<file path="src/rtl/shift_add_mult_pkg.sv">
// Shared definitions for the shift-and-add multiplier: default widths and FSM state encodings.
package shift_add_mult_pkg;

  localparam int unsigned MULT_N     = 8;
  localparam int unsigned MULT_CNT_W = 4;

  typedef enum logic [1:0] {
    ST_IDLE = 2'd0,
    ST_RUN  = 2'd1,
    ST_DONE = 2'd2
  } state_t;

endpackage

</file>
<file path="src/rtl/shift_add_mult_bit_counter.sv">
// Loadable down-counter; tc flags the final iteration (count == 1).
module shift_add_mult_bit_counter #(
  parameter int unsigned CNT_W = 4
) (
  input  logic             clk,
  input  logic             rst,
  input  logic             load,
  input  logic             en,
  input  logic [CNT_W-1:0] load_val,
  output logic [CNT_W-1:0] count,
  output logic             tc
);

  always_ff @(posedge clk or posedge rst) begin
    if (rst)       count <= '0;
    else if (load) count <= load_val;
    else if (en)   count <= count - CNT_W'(1);
  end

  assign tc = (count == CNT_W'(1));

endmodule

</file>
<file path="src/rtl/shift_add_mult.sv">
// Sequential shift-and-add multiplier, one multiplier bit per cycle.
// Define MULT_SIGNED_EN for two's-complement operands (sign-magnitude internally).
module shift_add_mult
  import shift_add_mult_pkg::*;
#(
  parameter int unsigned N     = MULT_N,
  parameter int unsigned CNT_W = MULT_CNT_W
) (
  input  logic           clk,
  input  logic           rst,
  input  logic           start,
  input  logic [N-1:0]   multiplicando,
  input  logic [N-1:0]   multiplicador,
  output logic           busy,
  output logic           done,
  output logic [2*N-1:0] producto
);

  state_t           state;
  logic [N-1:0]     mcand;
  logic [N-1:0]     mpr;
  logic [N-1:0]     acc_hi;
  logic [N:0]       sum;
  logic [N-1:0]     mag_a;
  logic [N-1:0]     mag_b;
  logic [CNT_W-1:0] count;
  logic             tc;
  logic             cnt_load;
  logic             cnt_en;

`ifdef MULT_SIGNED_EN
  logic neg;

  // -2**(N-1) maps onto itself, which is its correct unsigned magnitude
  assign mag_a = multiplicando[N-1] ? N'(-multiplicando) : multiplicando;
  assign mag_b = multiplicador[N-1] ? N'(-multiplicador) : multiplicador;
`else
  assign mag_a = multiplicando;
  assign mag_b = multiplicador;
`endif

  assign cnt_load = (state == ST_IDLE) && start;
  assign cnt_en   = (state == ST_RUN) && (count != '0);

  shift_add_mult_bit_counter #(
    .CNT_W (CNT_W)
  ) u_bit_counter (
    .clk      (clk),
    .rst      (rst),
    .load     (cnt_load),
    .en       (cnt_en),
    .load_val (CNT_W'(N)),
    .count    (count),
    .tc       (tc)
  );

  // Partial-product add keeps the carry so it can shift into the accumulator MSB
  always_comb begin
    sum = {1'b0, acc_hi} + (mpr[0] ? {1'b0, mcand} : '0);
  end

  always_ff @(posedge clk or posedge rst) begin
    if (rst) begin
      state    <= ST_IDLE;
      busy     <= 1'b0;
      done     <= 1'b0;
      producto <= '0;
      mcand    <= '0;
      mpr      <= '0;
      acc_hi   <= '0;
`ifdef MULT_SIGNED_EN
      neg      <= 1'b0;
`endif
    end else begin
      done <= 1'b0;
      case (state)
        ST_IDLE: begin
          if (start) begin
            mcand  <= mag_a;
            mpr    <= mag_b;
            acc_hi <= '0;
            busy   <= 1'b1;
            state  <= ST_RUN;
`ifdef MULT_SIGNED_EN
            neg    <= multiplicando[N-1] ^ multiplicador[N-1];
`endif
          end
        end
        ST_RUN: begin
          {acc_hi, mpr} <= {sum, mpr[N-1:1]};
          if (tc) state <= ST_DONE;
        end
        ST_DONE: begin
`ifdef MULT_SIGNED_EN
          producto <= neg ? (2*N)'(-{acc_hi, mpr}) : {acc_hi, mpr};
`else
          producto <= {acc_hi, mpr};
`endif
          done  <= 1'b1;
          busy  <= 1'b0;
          state <= ST_IDLE;
        end
        default: begin
          busy  <= 1'b0;
          state <= ST_IDLE;
        end
      endcase
    end
  end

endmodule

</file>
<file path="config.mk">
export PLATFORM = sky130hd
export DESIGN_NAME = shift_add_mult
export DESIGN_NICKNAME = d
export VERILOG_FILES = /design/src/rtl/shift_add_mult_pkg.sv /design/src/rtl/shift_add_mult_bit_counter.sv /design/src/rtl/shift_add_mult.sv
export SDC_FILE = /design/constraint.sdc
export NUM_CORES = 1
export LEC_CHECK = 0
export BUFFER_PORTS_ARGS = -buffer_cell sky130_fd_sc_hd__buf_2
export CORE_ASPECT_RATIO = 1.4
export CORE_MARGIN = 2
export CORE_UTILIZATION = 48
export DETAILED_ROUTE_END_ITERATION = 10
export HOLD_SLACK_MARGIN = 0.12
export PLACE_DENSITY = 0.75
export SYNTH_ARGS = -nofsm -noshare
export SYNTH_HDL_FRONTEND = slang
export SYNTH_SLANG_ARGS = --single-unit
</file>
<file path="constraint.sdc">
create_clock -name clk -period 2.3 [get_ports clk]
set_clock_uncertainty 0.05 [all_clocks]
set_input_delay 0.46 -clock clk [delete_from_list [all_inputs] [get_ports clk]]
set_output_delay 0.46 -clock clk [all_outputs]
set_load 0.01 [all_outputs]
</file>
==> run_results.csv, run 1 <==
group,metric,value,unit
place,dp_hpwl,3.307,mm
synth,post-synth-top-area-cell,"dfrtp_1",
detailed_routing,drc,0,
synth,synth_ff_type,"dfrtp_1",
critical_path,worstRegToRegCells,7,
sta,final.period_utilization,91.93,%
detailed_routing,drt_first_pass_iters,4,
flow_run,drv_cap,0,
synth,synth_area_per_cell,10.36,um^2
synth,muxShareOfSynthArea,8.342,%
detailed_routing,antenna_left,0,
place,gp_congestion,0.8373,
clock_tree,clk_pin_slew,0.10,ns
die,die_area,0.005324,mm^2
synth,postSynthCellCount,220,
synth,syn_area,0.002280,mm^2
synth,yosysWarnings,0,
power,power_leakage,1.392,nW
die,ios,37,
power,p_per_area,1380,mW/mm^2
synth,synth_common_cells,"dfrtp_1, nand2_1, nor2_1",
detailed_routing,vias,1673,
critical_path,setup.worst_path.start_class,"flip-flop",
sta,setup_viol,0,
synth,synth_seq_cells,48,
global_route,grt_pass1_wl,7.300,mm
detailed_routing,wire_per_inst,13.61,um
cells_and_area,syn2layout_area_growth,18.17,%
sta,fin_crit,2.114,ns
clock_tree,cts_buffer_depth,2,
synth,syn_nets,250,
synth,yosys.cell_types.count,36,
sta,slew_viol_final,0,
detailed_routing,wl,4.409,mm
synth,async_reset_ff_share,100.0,%
clock_tree,cts_tree,"built",
place,numPortBuffers,36,
die,dieHeight,85.54,um
detailed_routing,vias_per_cell,5.164,
sta,tns,0,ns
synth,synth_compound_area_share,10.48,%
critical_path,arrival,2.26,ns
clock_tree,clock-sinks,48,
clock_tree,htreeDepth,2,
clock_tree,clk_latency,0.31,ns
critical_path,worstReg2RegStart,"mpr[0]",
clock_tree,cts_resized,0,
critical_path,r2r_end,"acc_hi[7]",
power,vdd_drop_max,749.2,uV
clock_tree,root_buffer,"clkbuf_8",
die,num_rows,29,
synth,yosysTopAreaCellShare,52.69,%
sta,worst_pin_slew,0.7262,ns
synth,synth_seq_area_share,52.69,%
global_route,antenna_found_initial,0,
synth,synth-xor-area-share,2.305,%
die,start_util,50.26,%
sta,fmax,0.4730,GHz
die,fp.coreArea,0.004536,mm^2
synth,synthAdderAreaFrac,6.367,%
clock_tree,cts_setup_buffers,0,
critical_path,crit_type,"reg -> reg",
critical_path,cp-startpoint,"mpr[0]",
global_route,grt_max_degree,26,
synth,synth_top_family_by_area,"simple AND/OR/NAND/NOR gates",
sta,rsz0062_at_grt,"no",
die,dieWidth,62.25,um
synth,yosys-top-cells-area,"dfrtp_1, mux2_2, nand2_1, ha_1, nor2_1",
global_route,track_usage,17.77,%
critical_path,worst_setup_path_end_kind,"flip-flop",
critical_path,rrSetupSlack,0.19,ns
place,dp_slack,0.1949,ns
sta,worst_slack,0.1856,ns
global_route,overflow,0,
synth,synthSimpleGateAreaFrac,16.96,%
min_path,hold_class,"in -> async",
cells_and_area,num_antenna_cells,0,
critical_path,critPathRequiredTime,2.45,ns
run_status,outcome,"completed",
global_route,first_global_vias,1620,
detailed_routing,drtIter0Drc,80,
critical_path,path_max_fanout,4,
synth,synth_edf_count,0,
clock_tree,postCtsHoldBufs,0,
cells_and_area,num-nets-final,291,
clock_tree,cts_buffers,5,
cells_and_area,drive_gt1_share,26.72,%
sta,finalHoldViolCount,0,
sta,slew_headroom,51.47,%
worst max-delay path, cell delays in order (launching register included):
cell and delay (ns):
dfrtp_1 0.40, and2_1 0.14, ha_1 0.21, fa_1 0.40, a21o_1 0.20, a221oi_2 0.28, o21ai_0 0.13, a22o_1 0.18
placed cells by master, fill, tap and decap left out, types with 3 or more instances in the layout:
cell type,n
nor2_1,18
buf_2,36
nand2_1,48
inv_1,4
buf_4,6
ha_1,10
and3_1,3
xor2_1,3
a31oi_1,10
o21ai_0,7
and2_1,9
dfrtp_1,48
mux2_2,16
clkbuf_8,5
a21oi_1,7
xnor2_1,3
final cells by class:
class | count | area, um^2
Multi-Input combinational cell | 158 | 1013
Clock inverter | 3 | 68.82
Timing Repair Buffer | 43 | 245.2
Clock buffer | 5 | 68.82
Inverter | 5 | 18.77
Sequential cell | 48 | 1201
Tap cell | 62 | 77.57
Fill cell | 407 | 1842
cells by family after synthesis:
kind of cell | after synthesis
and+or+nand+nor | 88
DFF | 48
AOI/OAI and AO/OA | 36
muxes | 17
buffers and inverters | 14
adders and majority gates | 11
xor gates and xnor gates | 6
power by group:
group	internal (mW)	switching [mW]	total (mW)
clock network	0.437	0.292	0.729
registers	1.20	0.240	1.44
logic	0.722	0.823	1.54
state kept, by name, indices dropped and copies added (netlist names):
| register | count |
|---|---|
| acc_hi | 8 |
| busy | 1 |
| done | 1 |
| mcand | 8 |
| mpr | 8 |
| producto | 16 |
| state | 2 |
| u_bit_counter.count | 4 |
how the worst max path moves through the flow:
stage	endpoint	slack [ns]
2_1_floorplan	acc_hi[7]	0.24
3_3_place_gp	acc_hi[7]	0.22
3_5_place_dp	acc_hi[7]	0.19
4_1_cts	acc_hi[7]	0.18
5_1_grt	acc_hi[7]	0.07
6_report	acc_hi[7]	0.19
stage by stage:
stage | area [um^2] | utilization, % | cells | hold WS, ns | total power, mW
4_1_cts | 2694 | 59.39 | 324 | 0.1338 | 3.750
3_3_place_gp | 2556 | 56.36 | 316 | 0.4038 | 2.951
3_5_place_dp | 2556 | 56.36 | 316 | 0.4078 | 3.014
5_1_grt | 2694 | 59.39 | 324 | 0.1471 | 4.020
2_1_floorplan | 2280 | - | 220 | 0.3874 | 2.590
6_report | 2694 | 59.39 | 324 | 0.1180 | 3.717
layer usage:
metal,part of all wire [%],track usage [%],up-vias
li1,-,-,830
met1,42,20.28,802
met2,51,30.43,28
met3,2.9,3.543,13
met4,4.4,11.72,0
met5,0,0,-
Note: power is estimated with default switching activity, not from simulation.
==> run 2: changes to the inputs <==
--- a/config.mk
+++ b/config.mk
@@ -8,10 +8,11 @@
 export BUFFER_PORTS_ARGS = -buffer_cell sky130_fd_sc_hd__buf_2
 export CORE_ASPECT_RATIO = 1.4
 export CORE_MARGIN = 2
-export CORE_UTILIZATION = 48
+export CORE_UTILIZATION = 45
 export DETAILED_ROUTE_END_ITERATION = 10
+export GPL_ROUTABILITY_DRIVEN = 0
 export HOLD_SLACK_MARGIN = 0.12
-export PLACE_DENSITY = 0.75
+export PLACE_DENSITY = 0.71
 export SYNTH_ARGS = -nofsm -noshare
 export SYNTH_HDL_FRONTEND = slang
 export SYNTH_SLANG_ARGS = --single-unit
==> run_results.csv, run 2 (synthesis results as in run 1) <==
group,metric,value,unit
run_status,outcome,"completed",
cells_and_area,final_cell_mix,"nand2_1, dfrtp_1, buf_2",
cells_and_area,largest_register_ffs,16,
cells_and_area,regMostFlops,"producto",
sta,tns,0,ns
global_route,first_global_vias,1731,
power,total_power,3.430,mW
min_path,hold_class,"in -> async",
die,die_area,0.005659,mm^2
critical_path,critPathRequiredTime,2.43,ns
clock_tree,clock-sinks,48,
global_route,overflow,0,
sta,worst_pin_slew,0.6977,ns
detailed_routing,wl,4.392,mm
die,fp.coreArea,0.004880,mm^2
critical_path,setup.worst_path.start_class,"flip-flop",
global_route,grt_pass1_wl,7.672,mm
detailed_routing,wire_per_inst,13.56,um
clock_tree,cts_setup_buffers,0,
global_route,track_usage,17.51,%
critical_path,worstPathCellList,"and2_1 -> ha_1 -> fa_1 -> a21o_1 -> a221oi_2 -> o21ai_0 -> a22o_1",
sta,setup_viol,0,
critical_path,worstRegToRegCells,7,
cells_and_area,seqCellArea,0.001201,mm^2
place,dp_hpwl,3.293,mm
critical_path,crit_slowest_cell,"dfrtp_1",
critical_path,worst_setup_path_end_kind,"flip-flop",
die,dieHeight,88.22,um
global_route,grt_max_degree,26,
critical_path,rrSetupSlack,0.14,ns
clock_tree,postCtsHoldBufs,0,
flow_run,drv_cap,0,
die,ios,37,
sta,fmax,0.4633,GHz
cells_and_area,num_antenna_cells,0,
detailed_routing,drc,0,
place,numPortBuffers,36,
power,power_leakage,1.359,nW
clock_tree,cts_resized,0,
detailed_routing,vias,1653,
power,switching_share,38.17,%
clock_tree,root_buffer,"clkbuf_8",
detailed_routing,vias_per_cell,5.102,
detailed_routing,drtIter0Drc,58,
power,vdd_drop_max,581.8,uV
cells_and_area,num-nets-final,290,
die,num_rows,30,
cells_and_area,multi_input_area,0.001013,mm^2
power,clockPowerShare,13.5,%
global_route,antenna_found_initial,0,
power,p_int,2.121,mW
power,p_per_area,1305,mW/mm^2
critical_path,arrival,2.29,ns
detailed_routing,drt_first_pass_iters,4,
sta,fin_crit,2.158,ns
critical_path,r2r_end,"acc_hi[7]",
clock_tree,cts_tree,"built",
clock_tree,clk_latency,0.29,ns
critical_path,crit_type,"reg -> reg",
critical_path,max_stage_delay,0.42,ns
critical_path,worstReg2RegStart,"mpr[0]",
cells_and_area,num-fill-cells,472,
die,dieWidth,64.16,um
clock_tree,cts_buffers,5,
power,power_frac_seq,42.1,%
sta,slew_viol_final,0,
die,start_util,46.72,%
power,p_sw,1.309,mW
detailed_routing,antenna_left,0,
clock_tree,htreeDepth,2,
sta,finalHoldViolCount,0,
sta,rsz0062_at_grt,"no",
place,dp.cells,317,
cells_and_area,syn2layout_area_growth,15.31,%
cells_and_area,drive_gt1_share,25.77,%
power,p_comb_share,44.3,%
sta,slew_headroom,53.37,%
cells_and_area,layout.cells.non_filler,324,
critical_path,path_max_fanout,5,
clock_tree,cts_buffer_depth,2,
sta,final.period_utilization,93.84,%
clock_tree,clk_pin_slew,0.08,ns
-- run 2: how the worst max path moves through the flow --
stage | start | endpoint | slack (ns) | depth (start not counted)
2_1_floorplan | mpr[0] | acc_hi[7] | 0.24 | 7
3_3_place_gp | mpr[0] | acc_hi[7] | 0.19 | 7
3_5_place_dp | mpr[0] | acc_hi[7] | 0.13 | 7
4_1_cts | mpr[0] | acc_hi[7] | 0.12 | 7
5_1_grt | mpr[0] | acc_hi[7] | 0.01 | 7
6_report | mpr[0] | acc_hi[7] | 0.14 | 7
-- run 2: power groups by stage --
stage | clock network (mW) | logic (mW) | registers [mW]
2_1_floorplan | 0 | 1.14 | 1.45
3_3_place_gp | 0 | 1.50 | 1.45
3_5_place_dp | 0 | 1.54 | 1.47
4_1_cts | 0.483 | 1.54 | 1.45
5_1_grt | 0.520 | 1.76 | 1.50
6_report | 0.464 | 1.52 | 1.45
-- run 2: critical path: cells and delay by family, from the launching register on --
| family | cells | cell delay (ns) |
|---|---|---|
| simple gates | 1 | 0.16 |
| flops | 1 | 0.42 |
| fa+ha+maj | 2 | 0.62 |
| compound gates | 4 | 0.81 |
-- run 2: layer usage --
metal / wire, um / up-vias / global-route usage (%) / share of wire (%)
li1: - / 831 / - / -
met1: 1903 / 788 / 20.46 / 43
met2: 2278 / 27 / 31.34 / 52
met3: 103 / 7 / 2.799 / 2.3
met4: 107 / 0 / 8.511 / 2.4
met5: 0 / - / 0 / 0
-- run 2: area by class of cell --
| class | count | share of cell area, % |
|---|---|---|
| clock buffer | 6 | 2.761 |
| clock inverter | 1 | 0.1904 |
| inverter | 5 | 0.7139 |
| multi-input combinational | 158 | 38.55 |
| sequential | 48 | 45.69 |
| tap | 64 | 3.046 |
| timing repair buffer | 42 | 9.043 |
-- run 2: through the flow --
stage | cell area [um^2] | utilization, % | hold slack, ns | worst slack [ns]
after floorplan | 2280 | - | 0.3874 | 0.2381
after global placement | 2551 | 52.28 | 0.4064 | 0.1950
after detailed placement | 2551 | 52.28 | 0.4036 | 0.1251
after CTS | 2629 | 53.87 | 0.1465 | 0.1166
after global routing | 2629 | 53.87 | 0.1723 | 0.01116
final | 2629 | 53.87 | 0.1330 | 0.1416
==> run 3: changes to the inputs <==
--- a/config.mk
+++ b/config.mk
@@ -15,4 +15,5 @@
 export PLACE_DENSITY = 0.71
 export SYNTH_ARGS = -nofsm -noshare
 export SYNTH_HDL_FRONTEND = slang
+export SYNTH_HIERARCHICAL = 1
 export SYNTH_SLANG_ARGS = --single-unit
==> run_results.csv, run 3 <==
group,metric,value,unit
run_status,outcome,"completed",
cells_and_area,final_core_util,53.76,%
clock_tree,cts_tree,"built",
sta,worst_pin_slew,0.5865,ns
cells_and_area,final_cell_mix,"dfrtp_1, buf_2, mux2_2",
cells_and_area,syn2layout_area_growth,16.74,%
cells_and_area,seqCellArea,0.001201,mm^2
synth,synth_area_per_cell,11.76,um^2
synth,async_reset_ff_share,100.0,%
sta,fmax,0.4780,GHz
detailed_routing,drc,0,
die,dieHeight,89.32,um
sta,fin_crit,2.092,ns
global_route,overflow,0,
synth,synth_seq_cells,48,
power,vdd_drop_max,749.6,uV
synth,yosys-top-cells-area,"dfrtp_1, mux2_2, ha_1, o21ai_0, mux2i_1",
clock_tree,clk_latency,0.30,ns
synth,synth_seq_area_share,51.34,%
critical_path,arrival,2.23,ns
cells_and_area,regMostFlops,"producto",
sta,setup_viol,0,
die,die_area,0.005800,mm^2
cells_and_area,num-nets-final,274,
sta,rsz0062_at_grt,"no",
synth,yosysWarnings,6,
global_route,track_usage,16.21,%
die,fp.coreArea,0.005081,mm^2
cells_and_area,multi_input_area,0.001075,mm^2
synth,synth_ff_type,"dfrtp_1",
die,start_util,46.05,%
synth,synth_edf_count,0,
synth,postSynthCellCount,199,
clock_tree,htreeDepth,2,
cells_and_area,fin_area,0.002731,mm^2
detailed_routing,drt_first_pass_iters,4,
place,numPortBuffers,36,
critical_path,critPathRequiredTime,2.43,ns
sta,slew_viol_final,0,
place,place_area,0.002610,mm^2
detailed_routing,vias,1576,
die,num_rows,31,
flow_run,drv_cap,0,
global_route,antenna_found_initial,0,
global_route,first_global_vias,1558,
power,power_leakage,1.334,nW
sta,finalHoldViolCount,0,
critical_path,crit_slowest_cell,"dfrtp_1",
power,p_per_area,1255,mW/mm^2
clock_tree,clock-sinks,48,
sta,final.period_utilization,90.97,%
clock_tree,cts_buffer_depth,2,
detailed_routing,antenna_left,0,
synth,synth_common_cells,"dfrtp_1, mux2_2, nand2_1",
detailed_routing,vias_per_cell,5.068,
detailed_routing,wire_per_inst,13.13,um
clock_tree,root_buffer,"clkbuf_8",
die,ios,37,
clock_tree,cts_buffers,5,
cells_and_area,layout_commonest_cell,"dfrtp_1",
clock_tree,cts_setup_buffers,0,
critical_path,crit_type,"reg -> reg",
critical_path,worst_setup_path_end_kind,"flip-flop",
sta,slew_headroom,60.64,%
detailed_routing,drtIter0Drc,70,
min_path,hold_class,"in -> reg",
synth,yosys.cell_types.count,41,
detailed_routing,wl,4.084,mm
power,total_power,3.427,mW
place,dp_hpwl,2.976,mm
global_route,grt_max_degree,45,
global_route,grt_pass1_wl,7.141,mm
sta,tns,0,ns
critical_path,path_max_fanout,10,
critical_path,worstPathCellList,"and2_1 -> ha_1 -> fa_1 -> a21oi_1 -> o211ai_1 -> a21oi_1 -> o21ai_0",
die,dieWidth,64.94,um
clock_tree,cts_resized,0,
cells_and_area,num-fill-cells,471,
synth,yosysTopAreaCellShare,51.34,%
clock_tree,clk_pin_slew,0.09,ns
critical_path,crit_top_cell,"a21oi_1",
critical_path,setup.worst_path.start_class,"flip-flop",
synth,synth_most_common_cell,"dfrtp_1",
cells_and_area,largest_register_ffs,16,
synth,syn_area,0.002340,mm^2
cells_and_area,drive_gt1_share,32.24,%
critical_path,max_stage_delay,0.47,ns
cells_and_area,num_antenna_cells,0,
synth,post-synth-top-area-cell,"dfrtp_1",
## run 3: cell count changes after synthesis, moves of 3 or more
cell,before,now
a31oi_1,10,0
and3_1,3,0
clkbuf_1,6,2
mux2_2,16,25
mux2i_1,1,8
nand2_1,48,19
nor2_1,18,3
o21ai_0,7,17
## run 3: cell type report
cell class | instances | area share, %
Sequential cell | 48 | 43.98
Clock inverter | 3 | 1.557
Tap cell | 66 | 3.023
Inverter | 7 | 0.9620
Multi-Input combinational cell | 139 | 39.35
Timing Repair Buffer | 43 | 8.612
Clock buffer | 5 | 2.519
## run 3: worst paths after layout
kind	startpoint	endpoint	cells after the start	slack (ns)
max in group asynchronous	rst	mpr[2]	4	1.05
min in group asynchronous	rst	u_bit_counter/count[3]	3	0.54
min	multiplicando[0]	mcand[0]	2	0.33
max reg2reg	mpr[0]	acc_hi[7]	7	0.21
max	mpr[0]	acc_hi[7]	7	0.21
min reg2reg	busy	busy	1	0.45
## run 3: critical path: cells and delay by family (launching register included)
kind | cells | cell delay (ns)
flip-flops | 1 | 0.47
AND/OR/NAND/NOR | 1 | 0.18
adder cells (fa/ha/maj) | 2 | 0.61
AO/OA/AOI/OAI | 4 | 0.66
## run 3: timing repair
| item | CTS | global route |
|---|---|---|
| endpoints found under the setup margin | 0 | 0 |
| endpoints found under the hold margin | 4 | 0 |
| hold buffers | 1 | 0 |
## run 3: kinds of logic after synthesis
| group | share of synthesized area, % |
|---|---|
| xor gates and xnor gates | 2.246 |
| adders and majority gates | 6.203 |
| muxes | 15.45 |
| and+or+nand+nor | 11.82 |
| DFF | 51.34 |
| AOI/OAI and AO/OA | 9.305 |
| buffers and inverters | 3.316 |
| other | 0.3210 |
## run 3: layer usage
layer / vias to the layer above / GRT usage [%] / wire length [um]
met1: 769 / 19.49 / 1789
met5: - / 0 / 0
met2: 26 / 28.30 / 2071
met3: 5 / 3.652 / 150
met4: 0 / 6.383 / 72
li1: 776 / - / -
## run 3: metrics by stage
step | instances | worst slack (ns) | hold slack (ns)
global placement | 302 | 0.2837 | 0.3141
detailed placement | 302 | 0.2478 | 0.3214
global route | 311 | 0.1071 | 0.3239
finish | 311 | 0.2078 | 0.3272
floorplan | 201 | 0.4351 | 0.1761
CTS | 311 | 0.2108 | 0.3281
## run 3: report_power, final
| group | internal, mW | total [mW] | switching [mW] | leakage (nW) |
|---|---|---|---|---|
| Sequential | 1.20 | 1.46 | 0.260 | 0.609 |
| Clock | 0.322 | 0.609 | 0.287 | 0.0541 |
| Combinational | 0.687 | 1.36 | 0.671 | 0.671 |
